**src/rtl/pipe_hazard_ctrl.sv**
```systemverilog
// Hazard and halt controller for a five-stage pipeline: load-use stalls,
// branch/jump flushes, halt/resume FSM and run/stall/flush counters.
module pipe_hazard_ctrl (
  input  logic        clk,
  input  logic        rst,
  input  logic        go,
  input  logic        halt_req,
  input  logic [4:0]  id_rs,
  input  logic [4:0]  id_rt,
  input  logic        id_uses_rs,
  input  logic        id_uses_rt,
  input  logic [4:0]  ex_rd,
  input  logic        ex_regwrite,
  input  logic        ex_memtoreg,
  input  logic        id_jump,
  input  logic        ex_branch_taken,
  output logic        pc_en,
  output logic        ifid_en,
  output logic        ifid_flush,
  output logic        idex_flush,
  output logic        pipe_en,
  output logic        halted,
  output logic [31:0] cycle_cnt,
  output logic [15:0] stall_cnt,
  output logic [15:0] flush_cnt
);

  // state | meaning
  // RUN   | pipeline advancing, hazards resolved each cycle
  // HALT  | halting syscall frozen in WB, waiting for a go rising edge
  localparam logic [0:0] RUN  = 1'b0;
  localparam logic [0:0] HALT = 1'b1;

  logic [0:0] state;
  logic       go_q;
  logic       resume_q;
  logic       load_use;
  logic       freeze;
  logic       go_rise;
  logic       sel_stall;
  logic       sel_flush;

  assign load_use = ex_memtoreg & ex_regwrite & (ex_rd != 5'd0) &
                    ((id_uses_rs & (id_rs == ex_rd)) | (id_uses_rt & (id_rt == ex_rd)));

  // halt_req is still asserted in the first cycle after resume; ignore it there
  assign freeze  = (state == HALT) | (halt_req & ~resume_q);
  assign go_rise = go & ~go_q;
  assign halted  = (state == HALT);

  always_comb begin
    pc_en      = 1'b1;
    ifid_en    = 1'b1;
    pipe_en    = 1'b1;
    ifid_flush = 1'b0;
    idex_flush = 1'b0;
    sel_stall  = 1'b0;
    sel_flush  = 1'b0;
    if (freeze) begin
      pc_en   = 1'b0;
      ifid_en = 1'b0;
      pipe_en = 1'b0;
    end else if (ex_branch_taken) begin
      ifid_flush = 1'b1;
      idex_flush = 1'b1;
      sel_flush  = 1'b1;
    end else if (load_use) begin
      pc_en      = 1'b0;
      ifid_en    = 1'b0;
      idex_flush = 1'b1;
      sel_stall  = 1'b1;
    end else if (id_jump) begin
      ifid_flush = 1'b1;
      sel_flush  = 1'b1;
    end
  end

  always_ff @(posedge clk) begin
    if (rst) begin
      state     <= RUN;
      go_q      <= 1'b0;
      resume_q  <= 1'b0;
      cycle_cnt <= 32'd0;
      stall_cnt <= 16'd0;
      flush_cnt <= 16'd0;
    end else begin
      go_q <= go;
      if (state == HALT) begin
        resume_q <= go_rise;
        if (go_rise) state <= RUN;
      end else begin
        resume_q <= 1'b0;
        if (freeze) begin
          state <= HALT;
        end else begin
          cycle_cnt <= cycle_cnt + 32'd1;
          if (sel_stall && stall_cnt != 16'hFFFF) stall_cnt <= stall_cnt + 16'd1;
          if (sel_flush && flush_cnt != 16'hFFFF) flush_cnt <= flush_cnt + 16'd1;
        end
      end
    end
  end

endmodule

```
**config.mk**
```make
export PLATFORM = sky130hd
export DESIGN_NAME = pipe_hazard_ctrl
export DESIGN_NICKNAME = d
export VERILOG_FILES = /design/src/rtl/pipe_hazard_ctrl.sv
export SDC_FILE = /design/constraint.sdc
export NUM_CORES = 1
export LEC_CHECK = 0
export BUFFER_PORTS_ARGS = -buffer_cell sky130_fd_sc_hd__buf_2
export CORE_MARGIN = 2
export CORE_UTILIZATION = 46
export CTS_BUF_LIST = sky130_fd_sc_hd__clkbuf_16
export CTS_CLUSTER_SIZE = 20
export DETAILED_ROUTE_END_ITERATION = 16
export PLACE_DENSITY = 0.72
export REMOVE_ABC_BUFFERS = 1
export SYNTH_ARGS = -nofsm -noshare
export SYNTH_HDL_FRONTEND = slang
export SYNTH_SLANG_ARGS = --single-unit
```
**constraint.sdc**
```tcl
create_clock -name clk -period 2.64 [get_ports clk]
set_input_delay 0.396 -clock clk [delete_from_list [all_inputs] [get_ports clk]]
set_output_delay 0.396 -clock clk [all_outputs]
set_load 0.02 [all_outputs]
```
# == After elaboration in Yosys (flattened, before gate mapping) ==
# Cells that the tools add are included.
# classes
add_sub_neg,3
n_mul,0
div,0
magnitude_cmp,0
n_eq_ne,4
n_shift,0
mux,16
bitwise_logic,13
reduce_logical,7
# ops
operator,count
"adder 16 x 1 -> 16 bit, second input constant",2
"adder 32 x 1 -> 32 bit, second input constant",1
"!= test 16 bit, second input constant",2
2-to-1 mux 1 bit,16
equality test 5 bit,2
bitwise AND 1 bit,7
AND reduction 3 bit,2
nonzero test 5 bit,1
NOT 1 bit,4
logical AND 1 bit,2
bitwise OR 1 bit,2
AND reduction 2 bit,1
OR reduction 2 bit,1
# totals
register_bits,67
latchBits,0
mem_bits_rw,0
rom_bits,0
inputBits,25
output_inout_bits,70
word_cells,49
mem_count,0

# == Longest topological paths before layout ==
# Gate-level depths: netlist of run 1.
# logic_depth
word_depth,9
mapped_depth,8
mapped_depth_nobuf,7

# == Worst setup path before layout of run 1 ==
# Ideal clock, no wire load.
# synth_timing
path_kind,register -> register
start,reg flush_cnt[0]
end,reg flush_cnt[2]
arrival_ns,2.046
slack_ns,0.472
stages_incl_launch_ff,8
n_path_buf,0
synth_period_minus_slack_ns,2.168
cell_sequence,dfxtp_1 ha_1 nand4_1 or4_4 and3_4 a31oi_4 a21boi_2 mux2_4
# synth_via
elab_chain_cells,3
word_cells_on_any_way,4
cone_classes,add/sub (1); eq/ne (1); reduce/logical (2)
# synth_rtl
item,line_no,text
from (decl),25,output logic [15:0] flush_cnt
from (signal assigned),98,if (sel_flush && flush_cnt != 16'hFFFF) flush_cnt <= flush_cnt + 16'd1;
"parallel branches: the longest is 3 deep, another holds adder 16 x 1 -> 16 bit",-,
# Several ways; the timed one is not identified.
# A chain may end at the register's enable or synchronous reset.

# == Worst setup path in the final report of run 1 ==
# layout_timing
start,reg stall_cnt[6]
end,reg stall_cnt[9]
# layout_via
elab_chain_cells,3
word_cells_on_any_way,4
cone_classes,add/sub (1); eq/ne (1); reduce/logical (2)
# layout_rtl
item,line_no,text
from (decl),24,"output logic [15:0] stall_cnt,"
from (signal assigned),97,if (sel_stall && stall_cnt != 16'hFFFF) stall_cnt <= stall_cnt + 16'd1;
"parallel branches: the longest is 3 deep, another holds adder 16 x 1 -> 16 bit",-,
# Several ways; the timed one is not identified.

==> results.md, run 1 <==
STA:
- Static timing analysis puts the maximum clock frequency at 0.4327 GHz.
- The clock period could shrink to 2.311 ns.
- The final clock skew is around 0.005 ns.
- Summed over all failing endpoints, the final setup total negative slack is 0 ns.
- The worst hold margin is 0.2781 ns.
- The normalized max-slew margin is 0.2985.
- Of the available clock period, the critical path in the final layout requires 0.8754.
- At the pin with the least slew margin, the transition time is just over 1 ns.
- Setup repair after global routing left no endpoint under its margin.
- Setup violations remaining at the end of the flow were counted as 0.
- The total count of hold-check failures in the final report is 0.
- The max-slew violation count is 0.
- The worst setup slack after layout is 0.3289 ns.

Critical path:
- Following the worst setup path forward leads to its endpoint at stall_cnt[9].
- In this run the critical register-to-register path is launched from stall_cnt[6].
- The slack of the worst reg-to-reg path is ~0.33 ns.
- Counting cells, the worst reg-to-reg path comes to 6.
- Grouping stages by cell kind, the critical path spends the most delay in compound AO/OA/AOI/OAI gates.
- Counting buffers and inverters, the worst setup path is 6 cells deep.
- Data on the critical path arrives at its endpoint at around 2.5 ns.
- The critical path buffer and inverter count is 0.
- The category of the worst setup path capture point is a flip-flop.
- The kind of launch point of the worst setup path is a flip-flop.
- The setup path with the least slack is of type reg -> reg.
- In this run the worst path has a maximum fanout of 8.
- Among all stages on the critical path, the largest delay is contributed by o311ai_0.
- The endpoint identified for the worst register-to-register timing path is stall_cnt[9].
- The critical path data required time is ~2.8 ns.
- The highest cell delay on the worst timing path is 0.91 ns.
- The critical path goes through and4_1 -> nand2_1 -> o311ai_0 -> nor4_1 -> xnor2_1 -> nor2_1.
- The launching element of the worst setup path is stall_cnt[6].

CTS:
- The number of CTS-inserted buffers is 9.
- The cell chosen for the clock root is clkbuf_16.
- The post-CTS setup repair buffer count is 0.
- TritonCTS built the clock tree.
- No sink is reached through more buffers than the 2 on the longest clock path.
- For this design, the sink count on the clock tree is 67.
- In this run the number of H-tree levels came out at 3.
- The number of hold buffers added after CTS was 0.
- Clock latency on the worst-skew pair, taken at its later pin, is 0.33 ns.
- After clock tree synthesis, the repair step resized 0 gates.
- The clock transition at the registers of the reported paths is about 0.06 ns.

Yosys:
- After synthesis, the netlist uses 55 different library cells.
- Yosys mapped a number of flops with a built-in enable equal to 0.
- In the synthesized netlist the dominant register cell turns out to be dfxtp_1.
- Counting flops with an async set or reset pin after synthesis yields a share of 0.
- The synthesized area per cell is approximately 8.7 µm².
- The flop and latch count out of synthesis is 67.
- For this run, the number of Yosys warnings is 0.
- The total standard cell area after synthesis is 0.003410 mm².
- For this run, the register share of the synthesized area comes to 0.3934.
- The number of standard cells after synthesis is 394.

Global routing:
- The number of antenna violations at the first check in global routing was 0.
- The largest net degree at the start of global routing is between 40 and 50.
- For this run the aggregate overflow at the end of global routing stands at 0.
- The number of global-route vias before repair is 2915.
- The first global-routing pass estimated 13390 µm of wire.
- The overall global routing resource usage is 0.1980.

Floorplanning:
- The floorplan step set the die height to approximately 90 µm.
- The core region is 0.007214 mm².
- The initial utilization of the core area, before any placement, comes to 0.4726.
- The x dimension of the die is between 90 and 100 µm.
- In this run the count of I/O pins placed on the die edge is 95.
- The die covers 0.008116 mm².
- The site row count is 31.

Place:
- The global placement routability congestion is approximately 0.77.
- Timing analysis after detailed placement gives a worst setup slack of 0.2652 ns.
- Summed over all nets, the half-perimeter wirelength after detailed placement is 5813 µm.
- After detailed placement, the design holds a cell count of 578.
- After detailed placement, the total cell area comes to between 0.003 and 0.004 mm².
- The number of buffer cells added on primary ports is 94.

Min path:
- The type of the worst min-delay path is in -> reg.

Run:
- The max-capacitance violation count is 0.

Drt:
- For this run, design rule violations remaining after detail routing come to 0.
- The detail-routed via count per cell is 5.394.
- The total wirelength of the detailed-routed design is ~8000 µm.
- The post-detailed-route count of antenna-violating nets is 0.
- The number of design-rule violations left by the first detailed-router iteration is 97.
- The first detailed-routing pass ran for 4 iterations.
- The total number of vias is 3204.
- Dividing the detail-routed wire length by the instance count gives 13.53 µm.

Final layout:
- Relative to the synthesized area, the layout overhead comes to 26.35%.
- At the end of the flow, the number of nets in the layout was 518.
- Leaving out fill and tap cells, the most frequent cells in the layout are buf_2 (94), dfxtp_1 (67), nor2_1 (46).
- For this run, the share of the core covered by cells in the final layout is 0.5971.
- The post-route cell area is between 0.004 and 0.005 mm².
- The antenna diode count is 0.
- The proportion of layout cells with a drive suffix above 1 is 0.2828.
- After the flow finishes, the layout carries non-filler instances totaling between 500 and 600.
- The library cell used most frequently in the layout, excluding fill and tap cells, is buf_2.

Power:
- The leakage power summed over all cells is 1.773 nW.
- IR analysis of the VDD net gives a maximum drop of 0.2863 mV.
- The overall power consumption is 2.490 mW.
- In this run the power density over the cells is 577.9 mW/mm².

Run status:
- The run finished with clean final reports.
where the power goes:
group / switching (mW) / total, mW / leakage, nW / internal, mW
Sequential: 0.0119 / 1.03 / 0.541 / 1.02
Clock: 0.462 / 1.29 / 0.152 / 0.833
Combinational: 0.0965 / 0.162 / 1.08 / 0.0650
Total: 0.571 / 2.49 / 1.77 / 1.92
how the worst min path moves through the flow:
stage	slack (ns)	startpoint	depth (start not counted)	endpoint
floorplan	0.45	go_q	2	halted
global placement	0.46	go_q	2	halted
detailed placement	0.47	go_q	2	halted
CTS	0.27	go	2	halted
global route	0.28	go	2	halted
finish	0.28	go	2	halted
layer usage:
metal	up-vias	track usage	routed length [µm]
met2	90	0.3208	3794
li1	1611	-	-
met1	1495	0.2571	3658
met5	-	0	0
met4	0	0.08205	99
met3	8	0.04107	481
cells in the mapped netlist, types with 7 or more instances:
cell type	n	area, µm²
clkbuf_1	7	26.28
nor2b_1	11	68.82
a21oi_1	20	100.1
dfxtp_1	67	1341
nor3_1	7	35.03
nand3_1	22	110.1
o21ai_0	13	65.06
xnor2_1	21	183.9
nand4_1	18	112.6
mux2_2	8	90.09
and3_1	11	68.82
nor2_1	46	172.7
xor2_1	23	201.4
or3_1	12	75.07
nand2_1	31	116.4
state kept, by name, summed over array words and instances, names as in the netlist:
register   cells
go_q           1
flush_cnt     16
halted         1
stall_cnt     16
cycle_cnt     32
resume_q       1
cells by family after synthesis:
group / Yosys count / share of synthesized area
buffers and inverters: 21 / 0.03120
xor gates and xnor gates: 44 / 0.1130
DFF: 67 / 0.3934
muxes: 10 / 0.03376
AOI/OAI and AO/OA: 60 / 0.1182
adders and majority gates: 3 / 0.01101
and+or+nand+nor: 189 / 0.2995
layout make-up:
type / count / area (µm²)
timing repair buffer: 101 / 535.5
clock buffer: 9 / 225.2
multi-input combinational: 306 / 1962
fill: 673 / 2907
sequential: 67 / 1341
inverter: 5 / 18.77
tap: 99 / 123.9
clock inverter: 7 / 101.3
No activity file was read; power rests on OpenSTA's default activity.
==> run 2: changes to the inputs <==
--- a/config.mk
+++ b/config.mk
@@ -7,11 +7,11 @@
 export LEC_CHECK = 0
 export BUFFER_PORTS_ARGS = -buffer_cell sky130_fd_sc_hd__buf_2
 export CORE_MARGIN = 2
-export CORE_UTILIZATION = 46
+export CORE_UTILIZATION = 50
 export CTS_BUF_LIST = sky130_fd_sc_hd__clkbuf_16
 export CTS_CLUSTER_SIZE = 20
 export DETAILED_ROUTE_END_ITERATION = 16
-export PLACE_DENSITY = 0.72
+export PLACE_DENSITY = 0.77
 export REMOVE_ABC_BUFFERS = 1
 export SYNTH_ARGS = -nofsm -noshare
 export SYNTH_HDL_FRONTEND = slang
==> run 2 against run 1 <==
- clock-buffer cell count is the same
- register-to-register slack improved by 0.07 ns
- first-iteration DRC count grew 12%
==> results.md, run 2 (synthesis gave the netlist of run 1 again) <==
Power:
- The power density normalized to cell area is 554.1 mW/mm² (was 577.9 mW/mm²).
- The overall power consumption came to 2.357 mW (was 2.490 mW).
- The leakage power summed over all cells is 1.769 nW (was 1.773 nW).
- The peak ir drop on the vdd network is 0.3390 mV (was 0.2863 mV).

CTS:
- The number of buffers inserted for hold repair after clock tree synthesis came to 0 (unchanged).
- The number of H-tree levels was 3 (unchanged).
- The post-cts gate resize count came to 0 (unchanged).
- The post-CTS setup repair buffer count came to 0 (unchanged).
- The clock transition at the registers of the reported paths is 0.05 ns (was 0.06 ns).
- The CTS tree is done (unchanged).
- The cell chosen for the clock root is clkbuf_16 (unchanged).
- The latest clock arrival within the worst-skew pair is 0.33 ns (about the same).
- The number of buffers on the longest clock path is 2 (unchanged).
- The clock net sink count is 67 (unchanged).
- The number of CTS-inserted buffers came to 9 (unchanged).

Place:
- The placed cell count is 561 (was 578).
- The detailed-placement wirelength estimate is 5947 µm (was 5813 µm).
- The global placement routability congestion is 0.7887 (was 0.7718).
- The number of buffer cells added on primary ports is 94 (unchanged).
- The worst slack at placement is 0.1961 ns (was 0.2652 ns).

Final layout:
- The number of cells in the finished layout apart from fillers is 577 (was 594).
- The largest register by flop count was cycle_cnt (unchanged).
- The post-layout net count is 520 (was 518).
- The most common library cell in the layout ignoring fill and taps is buf_2 (unchanged).
- The growth of design area from synthesis to finish is 24.77% (was 26.35%).
- Highest-count cells in the layout ignoring fill and taps: buf_2 (94), dfxtp_1 (67), nor2_1 (46) (unchanged).
- The proportion of layout cells with a drive suffix above 1 is 0.2837 (was 0.2828).
- Largest registers: cycle_cnt: 32 flops, flush_cnt: 16 flops, stall_cnt: 16 flops (unchanged).
- The count of fill cells added during filler insertion is 590 (was 673).
- The number of flip-flops under the largest register name is 32 (unchanged).
- The antenna diode count came to 0 (unchanged).

Floorplanning:
- The x dimension of the die came to 86.58 µm (was 90.09 µm).
- The height of the chip came to 86.58 µm (was 90.09 µm).
- The site row count is 30 (was 31).
- The initial core utilization came to 0.5103 (was 0.4726).
- The boundary pin count is 95 (unchanged).
- The total die area is 0.007495 mm² (was 0.008116 mm²).
- The placeable core region was 0.006681 mm² (was 0.007214 mm²).

Min path:
- The type of the worst min-delay path is in -> reg (unchanged).
- The hold path startpoint is go (unchanged).

Drt:
- The post-detailed-route wirelength per cell is 14.27 µm (was 13.53 µm).
- The number of search-and-repair iterations in the first detailed-routing pass came to 4 (unchanged).
- The post-detailed-route count of antenna-violating nets is 0 (unchanged).
- The number of design-rule violations left by the first detailed-router iteration is 109 (was 97).
- The total number of vias is 3218 (was 3204).
- The detail-routed via count per cell came to 5.577 (was 5.394).
- The total wirelength of the detailed-routed design is 8236 µm (was 8034 µm).
- The number of DRC violations after detailed routing is 0 (unchanged).

STA:
- The peak clock frequency supported by timing is 0.4349 GHz (was 0.4327 GHz).
- The final number of setup-violating endpoints is 0 (unchanged).
- The total count of hold-check failures in the final report was 0 (unchanged).
- The worst setup slack after layout is 0.3404 ns (was 0.3289 ns).
- The normalized max-slew margin is 0.4203 (was 0.2985).
- The final critical path time including I/O delays and setup was 2.300 ns (was 2.311 ns).
- The worst hold margin is 0.2847 ns (was 0.2781 ns).
- The slew of the pin with the lowest slew margin is 0.8695 ns (was 1.039 ns).
- The final clock skew is 0.005950 ns (was 0.005083 ns).
- The final-layout setup total negative slack was 0 ns (unchanged).
- Setup repair after global routing missed its margin: no (unchanged).
- The max-slew violation count was 0 (unchanged).
- The post-route clock period utilization was 0.8710 (was 0.8754).

Critical path:
- The category of the critical setup timing path is in -> out (was reg -> reg).
- The critical path data required time is 2.24 ns (was 2.83 ns).
- The kind of launch point of the worst setup path is an input port (was flip-flop).
- The top fanout value on the critical path is 7 (was 8).
- The category of the worst setup path capture point is an output port (was flip-flop).
- The source of the worst register-to-register timing path was cycle_cnt[14] (was stall_cnt[6]).
- The launching element of the worst setup path is ex_rd[1] (was stall_cnt[6]).
- The data arrival time of the critical path came to 1.90 ns (was 2.50 ns).

Global routing:
- The largest net degree at the start of global routing came to 48 (was 46).
- The overall global routing resource usage was 0.2243 (was 0.1980).
- The number of antenna violations at the first check in global routing came to 0 (unchanged).
- The wire length of the first global-routing pass is 13320 µm (was 13390 µm).
- The number of global-route vias before repair is 2912 (was 2915).
- The leftover overflow at the end of global routing is 0 (unchanged).

Run status:
- Status: complete, no violations (unchanged).

Run:
- The max-capacitance violation count was 0 (unchanged).
-- run 2: cell count changes in the layout (fill, tap and decap cells not counted) --
| cell | previous run | this run |
|---|---|---|
| buf_4 | 6 | 9 |
| clkinv_2 | 0 | 2 |
| buf_12 | 1 | 0 |
| bufinv_16 | 2 | 1 |
| clkinv_1 | 0 | 1 |
| clkinvlp_4 | 2 | 1 |
| inv_6 | 1 | 0 |
-- run 2: power by group --
| part | internal (mW) | leakage [nW] | total (mW) | switching [mW] |
|---|---|---|---|---|
| Combinational | 0.0645 | 1.09 | 0.161 | 0.0967 |
| Clock | 0.726 | 0.143 | 1.16 | 0.436 |
| Sequential | 1.02 | 0.541 | 1.03 | 0.0119 |
-- run 2: final cells by class --
| cell class | count | area [µm²] | share of cell area |
|---|---|---|---|
| timing repair buffer | 103 | 538.0 | 0.1265 |
| clock buffer | 9 | 225.2 | 0.05294 |
| multi-input combinational | 306 | 1962 | 0.4612 |
| tap | 80 | 100.1 | 0.02353 |
| inverter | 5 | 18.77 | 0.004412 |
| sequential | 67 | 1341 | 0.3153 |
| clock inverter | 7 | 68.82 | 0.01618 |
-- run 2: worst paths after layout --
check	slack [ns]	cells past startpoint	endpoint
setup / recovery	0.34	6	ifid_flush
hold / removal	0.28	2	halted
setup reg to reg	0.40	6	cycle_cnt[30]
hold reg to reg	0.47	2	halted
-- run 2: per-layer routing --
layer / routed length, µm / global-route usage
met5: 0 / 0
met4: 159 / 0.1023
met3: 460 / 0.05524
met2: 3929 / 0.3650
met1: 3687 / 0.2804
-- run 2: stage by stage --
step           instance area (µm²)  utilization
6_report                      4254       0.6367
5_1_grt                       4254       0.6367
4_1_cts                       4254       0.6367
3_5_place_dp                  3960       0.5927
3_3_place_gp                  3960       0.5927
2_1_floorplan                 3322            -
-- run 2: critical path, cell delays in order --
cell and delay (ns):
buf_2 0.12, or4_1 0.59, o211ai_2 0.28, o21ai_1 0.24, nand2_1 0.11, buf_2 0.16
